==> config.mk <==
export PLATFORM = sky130hd
export DESIGN_NAME = spi_bus_arb
export DESIGN_NICKNAME = d
export VERILOG_FILES = /design/src/rtl/spi_bus_arb.sv
export SDC_FILE = /design/constraint.sdc
export NUM_CORES = 1
export LEC_CHECK = 0
export BUFFER_PORTS_ARGS = -buffer_cell sky130_fd_sc_hd__buf_2
export CAP_MARGIN = 10
export CORE_ASPECT_RATIO = 2
export CORE_MARGIN = 4
export CORE_UTILIZATION = 51
export CTS_BUF_LIST = sky130_fd_sc_hd__clkbuf_4 sky130_fd_sc_hd__clkbuf_8
export DETAILED_ROUTE_END_ITERATION = 6
export PLACE_DENSITY = 0.79
export SLEW_MARGIN = 20
export SYNTH_ARGS = -nofsm -noshare
export SYNTH_HDL_FRONTEND = slang
export SYNTH_SLANG_ARGS = --single-unit
==> constraint.sdc <==
create_clock -name clk -period 2.2 [get_ports clk]
set_clock_uncertainty 0.05 [all_clocks]
set_input_delay 0.44 -clock clk [delete_from_list [all_inputs] [get_ports clk]]
set_output_delay 0.44 -clock clk [all_outputs]
set_load 0.005 [all_outputs]
==> src/rtl/spi_bus_arb.sv <==
// Two-client round-robin arbiter and sequencer in front of the shared SPI master.
// Grants the bus, launches one transaction, guards it with a watchdog, and returns the response.
module spi_bus_arb #(
    parameter int TIMEOUT_CYC = 4096
) (
    input  logic        clk,
    input  logic        rst_n,
    input  logic        req0,
    input  logic        req1,
    input  logic [15:0] cmd0,
    input  logic [15:0] cmd1,
    output logic        done0,
    output logic        done1,
    output logic        err0,
    output logic        err1,
    output logic [15:0] resp0,
    output logic [15:0] resp1,
    output logic        snd,
    output logic [15:0] cmd,
    input  logic        spi_done,
    input  logic [15:0] spi_resp,
    output logic        owner,
    output logic        busy
);

    typedef enum logic [2:0] {
        IDLE    = 3'd0,
        LAUNCH  = 3'd1,
        BUSY    = 3'd2,
        REL_OK  = 3'd3,
        REL_ERR = 3'd4
    } state_t;

    localparam logic [15:0] WDOG_LAST = 16'(TIMEOUT_CYC - 1);

    state_t      state;
    state_t      state_nxt;
    logic        last;
    logic [15:0] wdog;
    logic        grant_vld;
    logic        grant_id;
    logic        wdog_expired;

    // With both clients pending, the one that did not own the bus last wins.
    always_comb begin
        grant_vld = req0 | req1;
        grant_id  = 1'b0;
        if (req0 && req1) begin
            grant_id = ~last;
        end else if (req1) begin
            grant_id = 1'b1;
        end
    end

    assign wdog_expired = (wdog == WDOG_LAST);

    always_ff @(posedge clk or negedge rst_n) begin
        if (!rst_n) begin
            state <= IDLE;
        end else begin
            state <= state_nxt;
        end
    end

    // spi_done takes priority over the watchdog when both land on the same cycle.
    always_comb begin
        state_nxt = state;
        case (state)
            IDLE: begin
                if (grant_vld) begin
                    state_nxt = LAUNCH;
                end
            end
            LAUNCH: begin
                state_nxt = BUSY;
            end
            BUSY: begin
                if (spi_done) begin
                    state_nxt = REL_OK;
                end else if (wdog_expired) begin
                    state_nxt = REL_ERR;
                end
            end
            REL_OK:  state_nxt = IDLE;
            REL_ERR: state_nxt = IDLE;
            default: state_nxt = IDLE;
        endcase
    end

    always_ff @(posedge clk or negedge rst_n) begin
        if (!rst_n) begin
            owner <= 1'b0;
            cmd   <= 16'h0000;
        end else if (state == IDLE && grant_vld) begin
            owner <= grant_id;
            cmd   <= grant_id ? cmd1 : cmd0;
        end
    end

    always_ff @(posedge clk or negedge rst_n) begin
        if (!rst_n) begin
            wdog <= 16'h0000;
        end else if (state == LAUNCH) begin
            wdog <= 16'h0000;
        end else if (state == BUSY) begin
            wdog <= wdog + 16'h0001;
        end
    end

    always_ff @(posedge clk or negedge rst_n) begin
        if (!rst_n) begin
            last <= 1'b1;
        end else if (state == REL_OK || state == REL_ERR) begin
            last <= owner;
        end
    end

    // Responses are captured only for a completion seen in BUSY.
    always_ff @(posedge clk or negedge rst_n) begin
        if (!rst_n) begin
            resp0 <= 16'h0000;
            resp1 <= 16'h0000;
        end else if (state == BUSY && spi_done) begin
            if (owner) begin
                resp1 <= spi_resp;
            end else begin
                resp0 <= spi_resp;
            end
        end
    end

    assign snd   = (state == LAUNCH);
    assign busy  = (state != IDLE);
    assign done0 = (state == REL_OK)  && !owner;
    assign done1 = (state == REL_OK)  &&  owner;
    assign err0  = (state == REL_ERR) && !owner;
    assign err1  = (state == REL_ERR) &&  owner;

endmodule

Yosys cells after proc, flatten, opt, wreduce, memory -nomap -nowiden
Cells that the tools add are included.
- register bits: 69
- input bits: 53
- output and inout bits: 55
- logic and storage cells: 42
- add/sub/neg operators: 1
- equality and inequality tests: 7
- multiplexer cells: 9
- bitwise logic cells: 3
- reductions and logical operators: 15
- operators by type and width (kind ; number):
    2-to-1 mux 16 bit ; 3
    adder 16 x 1 -> 16 bit (second input constant) ; 1
    == test 16 x 12 -> 1 bit (second input constant) ; 1
    2-to-1 mux 3 bit ; 3
    case mux 3 bit (3 select lines) ; 1
    logical AND 1 bit ; 7
    == test 3 x 2 -> 1 bit (second input constant) ; 2
    AND reduction 2 bit ; 3
    == test 3 x 1 -> 1 bit (second input constant) ; 1
    == test 3 bit (second input constant) ; 1
    zero test 3 bit ; 1
    != test 3 bit (second input constant) ; 1
    nonzero test 3 bit ; 1
    2-to-1 mux 1 bit ; 2
    != test 2 bit (second input constant) ; 1
    NOT 1 bit ; 2
    nonzero test 2 bit ; 1
    zero test 1 bit ; 1
    logical OR 1 bit ; 1
    bitwise OR 1 bit ; 1

Longest topological paths before layout
- word-level depth: 4
- depth in mapped cells: 7
- gate-level depth less buffers: 6

Worst setup path before layout
No wires, ideal clock.
- path type: register to register
- from: reg state[0]
- to: reg resp0[0]
- arrival time: 1.565 ns
- data required time: 2.025 ns
- slack: 0.461 ns
- cell stages (with the launch flop): 7
- path buffers: 2
- period minus slack after synthesis: 1.739 ns
- cells stage by stage: dfrtp_1 buf_6 nor3b_2 nand2_1 nor2_2 buf_4 mux2_2
- longest elaborated chain between the ends: 3
- ends and longest elaborated chain (element ; line ; text):
    start: declaration ; 36 ; state_t state;
    start signal: assignment ; 61 ; state <= state_nxt;
    == test 3 x 2 -> 1 bit ; 123 ; end else if (state == BUSY && spi_done) begin
    logical AND 1 bit ; 123 ;
    AND reduction 2 bit (no line) ; -- ;
    end signal: assignment ; 127 ; resp0 <= spi_resp;
    end: declaration ; 16 ; output logic [15:0] resp0,
Every way passes these cells.
A chain may end at the register's enable or synchronous reset.

Final worst setup path
- from: reg state[2]
- to: out err0
- longest elaborated chain between the ends: 2
- ends and longest elaborated chain (element ; line ; text):
    == test 3 bit ; 136 ; assign err0 = (state == REL_ERR) && !owner;
    logical AND 1 bit ; 136 ;
    end: declaration ; 14 ; output logic err0,
Every way passes these cells.

==> metrics.txt <==
Yosys warnings=0; Post-DP Area=0.00367 sq mm; share of cells above drive strength 1=0.455; EDFF count, synth=0; initial antenna violation count=0; worst-skew pair later-pin latency=0.35 ns; synthesized instance count=256; most instantiated cells after synthesis=dfrtp_1, mux2_2, nor2_1; worst-path fanout max=6; Cell variety after synth=38; I/O Pins=108; startpoint types=flop; WP buf/inv=2; All-Layer GR Usage=0.204; per-cell routed wire length=16.8 microns; Max stage delay cell, worst path=dfrtp_1; global-route wire length before repair=11600 microns; post-synthesis simple-gate area fraction=0.102; Max Cap Viol=0; Syn Nets=310; gpl congestion=0.823; # hold bufs at CTS=0; DRC violations left=0; Worst Path Arrival=1.49 ns; vias per inst=5.69; PortBufs=107; Final Cell Area=0.00388 sq mm; Area Overhead vs Synth=27.7%; Final HPWL DP=5440 microns; chip height=117 microns; CP max stage delay=0.45 ns; standard-cell rows=39; main area contributors after synthesis=dfrtp_1, mux2_2, mux2i_1, nor2_1, a21oi_1; pin count of the biggest net entering global routing=70; fin crit period=1.98 ns; final worst-path setup slack=0.216 ns; Synth Area in XOR/XNOR=0; final count of negative-setup-slack endpoints=0; Setup Fix Bufs, Post-CTS=0; Post-Place Cells=419; CTS tree=yes; Seq/Total Area, Yosys=0.568; Yosys top cell area share=0.559; via count=2477; FF+latch count, synth=69; fraction of registers with async set/reset=1.00; setup TNS=0 ns; Required @ worst endpoint=1.71 ns; post-CTS sizing=0; worst path cell trace=inv_1, or3_1, nor2_1, buf_2; Slew Limit Headroom=0.713; cell area after synthesis=0.00304 sq mm; most common cell in the netlist=dfrtp_1; Pwr per Cell Area=1290 mW/mm^2; RSZ-0062 raised after global routing=false; Post-Layout Cell Count=435; initial core utilization=0.528; Hold Path Class=in2async; Fin. Hold Viols=0; Top Family by Delay on Critical Path=simple AND/OR/NAND/NOR gates; area of the multi-input gates=0.00121 sq mm; Root Buffer=clkbuf_8; clk buf depth=2; Power Total=5.02 mW; post-place setup slack=0.352 ns; Peak VDD IR=0.906 mV; worst-margin pin slew=0.428 ns; die width=62.6 microns; main flop type after synthesis=dfrtp_1; nets@finish=423; mux cell area share after synthesis=0.171; Synth Area in Compound Gates=0.118; Pleak=1.88 nW; vias in the first global route=2495; kind of critical path=reg2out; Synth Area in Adders=0.00411; CTS H-Tree Depth=3; clock-pin slew on the worst setup and hold paths=0.07 ns; Core Box Area=0.00576 sq mm; Fill cells=467; Clock Sinks=69; status=completed; antenna cells=0; total CTS buffers=9; dominant cell type by area after synthesis=dfrtp_1; CP endpoint kind=output pin; drt pass-1 iters=4; Max Freq=504 MHz; register area=0.00173 sq mm; Antenna Violating Nets Remaining=0; Avg Cell Area, Syn=11.9 sq um; Iteration-0 DRC Markers=152; Post-Route WL=7300 microns; largest family of logic cells by synthesized area=multiplexers; GRT overflow=0; Tcrit/Tclk final=0.902; Slew Viols, Final=0; die area=0.00734 sq mm
==> placed cells by master, fill, tap and decap left out, types with 2 or more instances in the layout <==
cell type     n
nand2_1      10
o311ai_0      5
buf_4         8
nor2_1       25
o21ai_0      14
buf_2       107
o211ai_1      4
clkbuf_8      9
mux2i_1      16
dfrtp_1      68
a21oi_1      18
and4_1        2
a31oi_1       2
o41ai_1       6
inv_1         5
mux2_2       32
bufinv_16     2
buf_12        2
nand4_1       5
nand3_1       7
nand3b_1      2
o31ai_1       3
clkinvlp_4    3
==> path summary, 6_finish.rpt <==
path / slack, ns / to / from / cells past startpoint
min in group clk: 0.29 / resp1[15]$_DFFE_PN0P_ / spi_resp[15] / 2
worst max-delay path: 0.22 / err0 / state[2]$_DFFE_PN0P_ / 4
worst min-delay path: 0.05 / resp1[14]$_DFFE_PN0P_ / rst_n / 2
max in group asynchronous: 1.71 / last$_DFFE_PN1P_ / rst_n / 2
worst min register to register: 0.45 / wdog[15]$_DFFE_PN0P_ / wdog[15]$_DFFE_PN0P_ / 1
worst max register to register: 0.30 / wdog[10]$_DFFE_PN0P_ / wdog[0]$_DFFE_PN0P_ / 5
==> power breakdown <==
group	switching (mW)	internal, mW
combinational	0.857	0.931
sequential	0.322	1.78
clock	0.478	0.648
==> stage by stage <==
step / utilization / hold slack, ns
after global placement: 0.637 / 0.432
after global routing: 0.675 / 0.0627
after floorplan: - / 0.0944
after detailed placement: 0.637 / 0.439
after CTS: 0.675 / 0.0593
final: 0.675 / 0.0511
==> kinds of logic (layout without fill, tap and decap cells) <==
logic type / after synthesis / count (layout)
simple gates: 61 / 61
mux: 48 / 48
compound gates: 57 / 57
fa+ha+maj: 1 / 1
buf+inv: 20 / 138
flops: 69 / 69
==> sequential cells by signal, indices dropped and copies added (netlist names) <==
name   flops
cmd       16
last       1
owner      1
resp0     16
resp1     16
state      3
wdog      16
==> area by class of cell <==
class	instances	area share
inverters	5	0.00483
clock inverters	6	0.0225
repair buffers	117	0.164
flip-flops and latches	69	0.445
clock buffers	10	0.0338
well taps	61	0.0196
multi-input cells	167	0.311
==> metal layers <==
layer	track usage	vias up	part of all wire
li1	-	1163	-
met2	0.385	81	0.58
met1	0.207	1220	0.35
met3	0.0564	13	0.049
met4	0.0944	0	0.021
met5	0	-	0
Note: power is estimated with default switching activity, not from simulation.
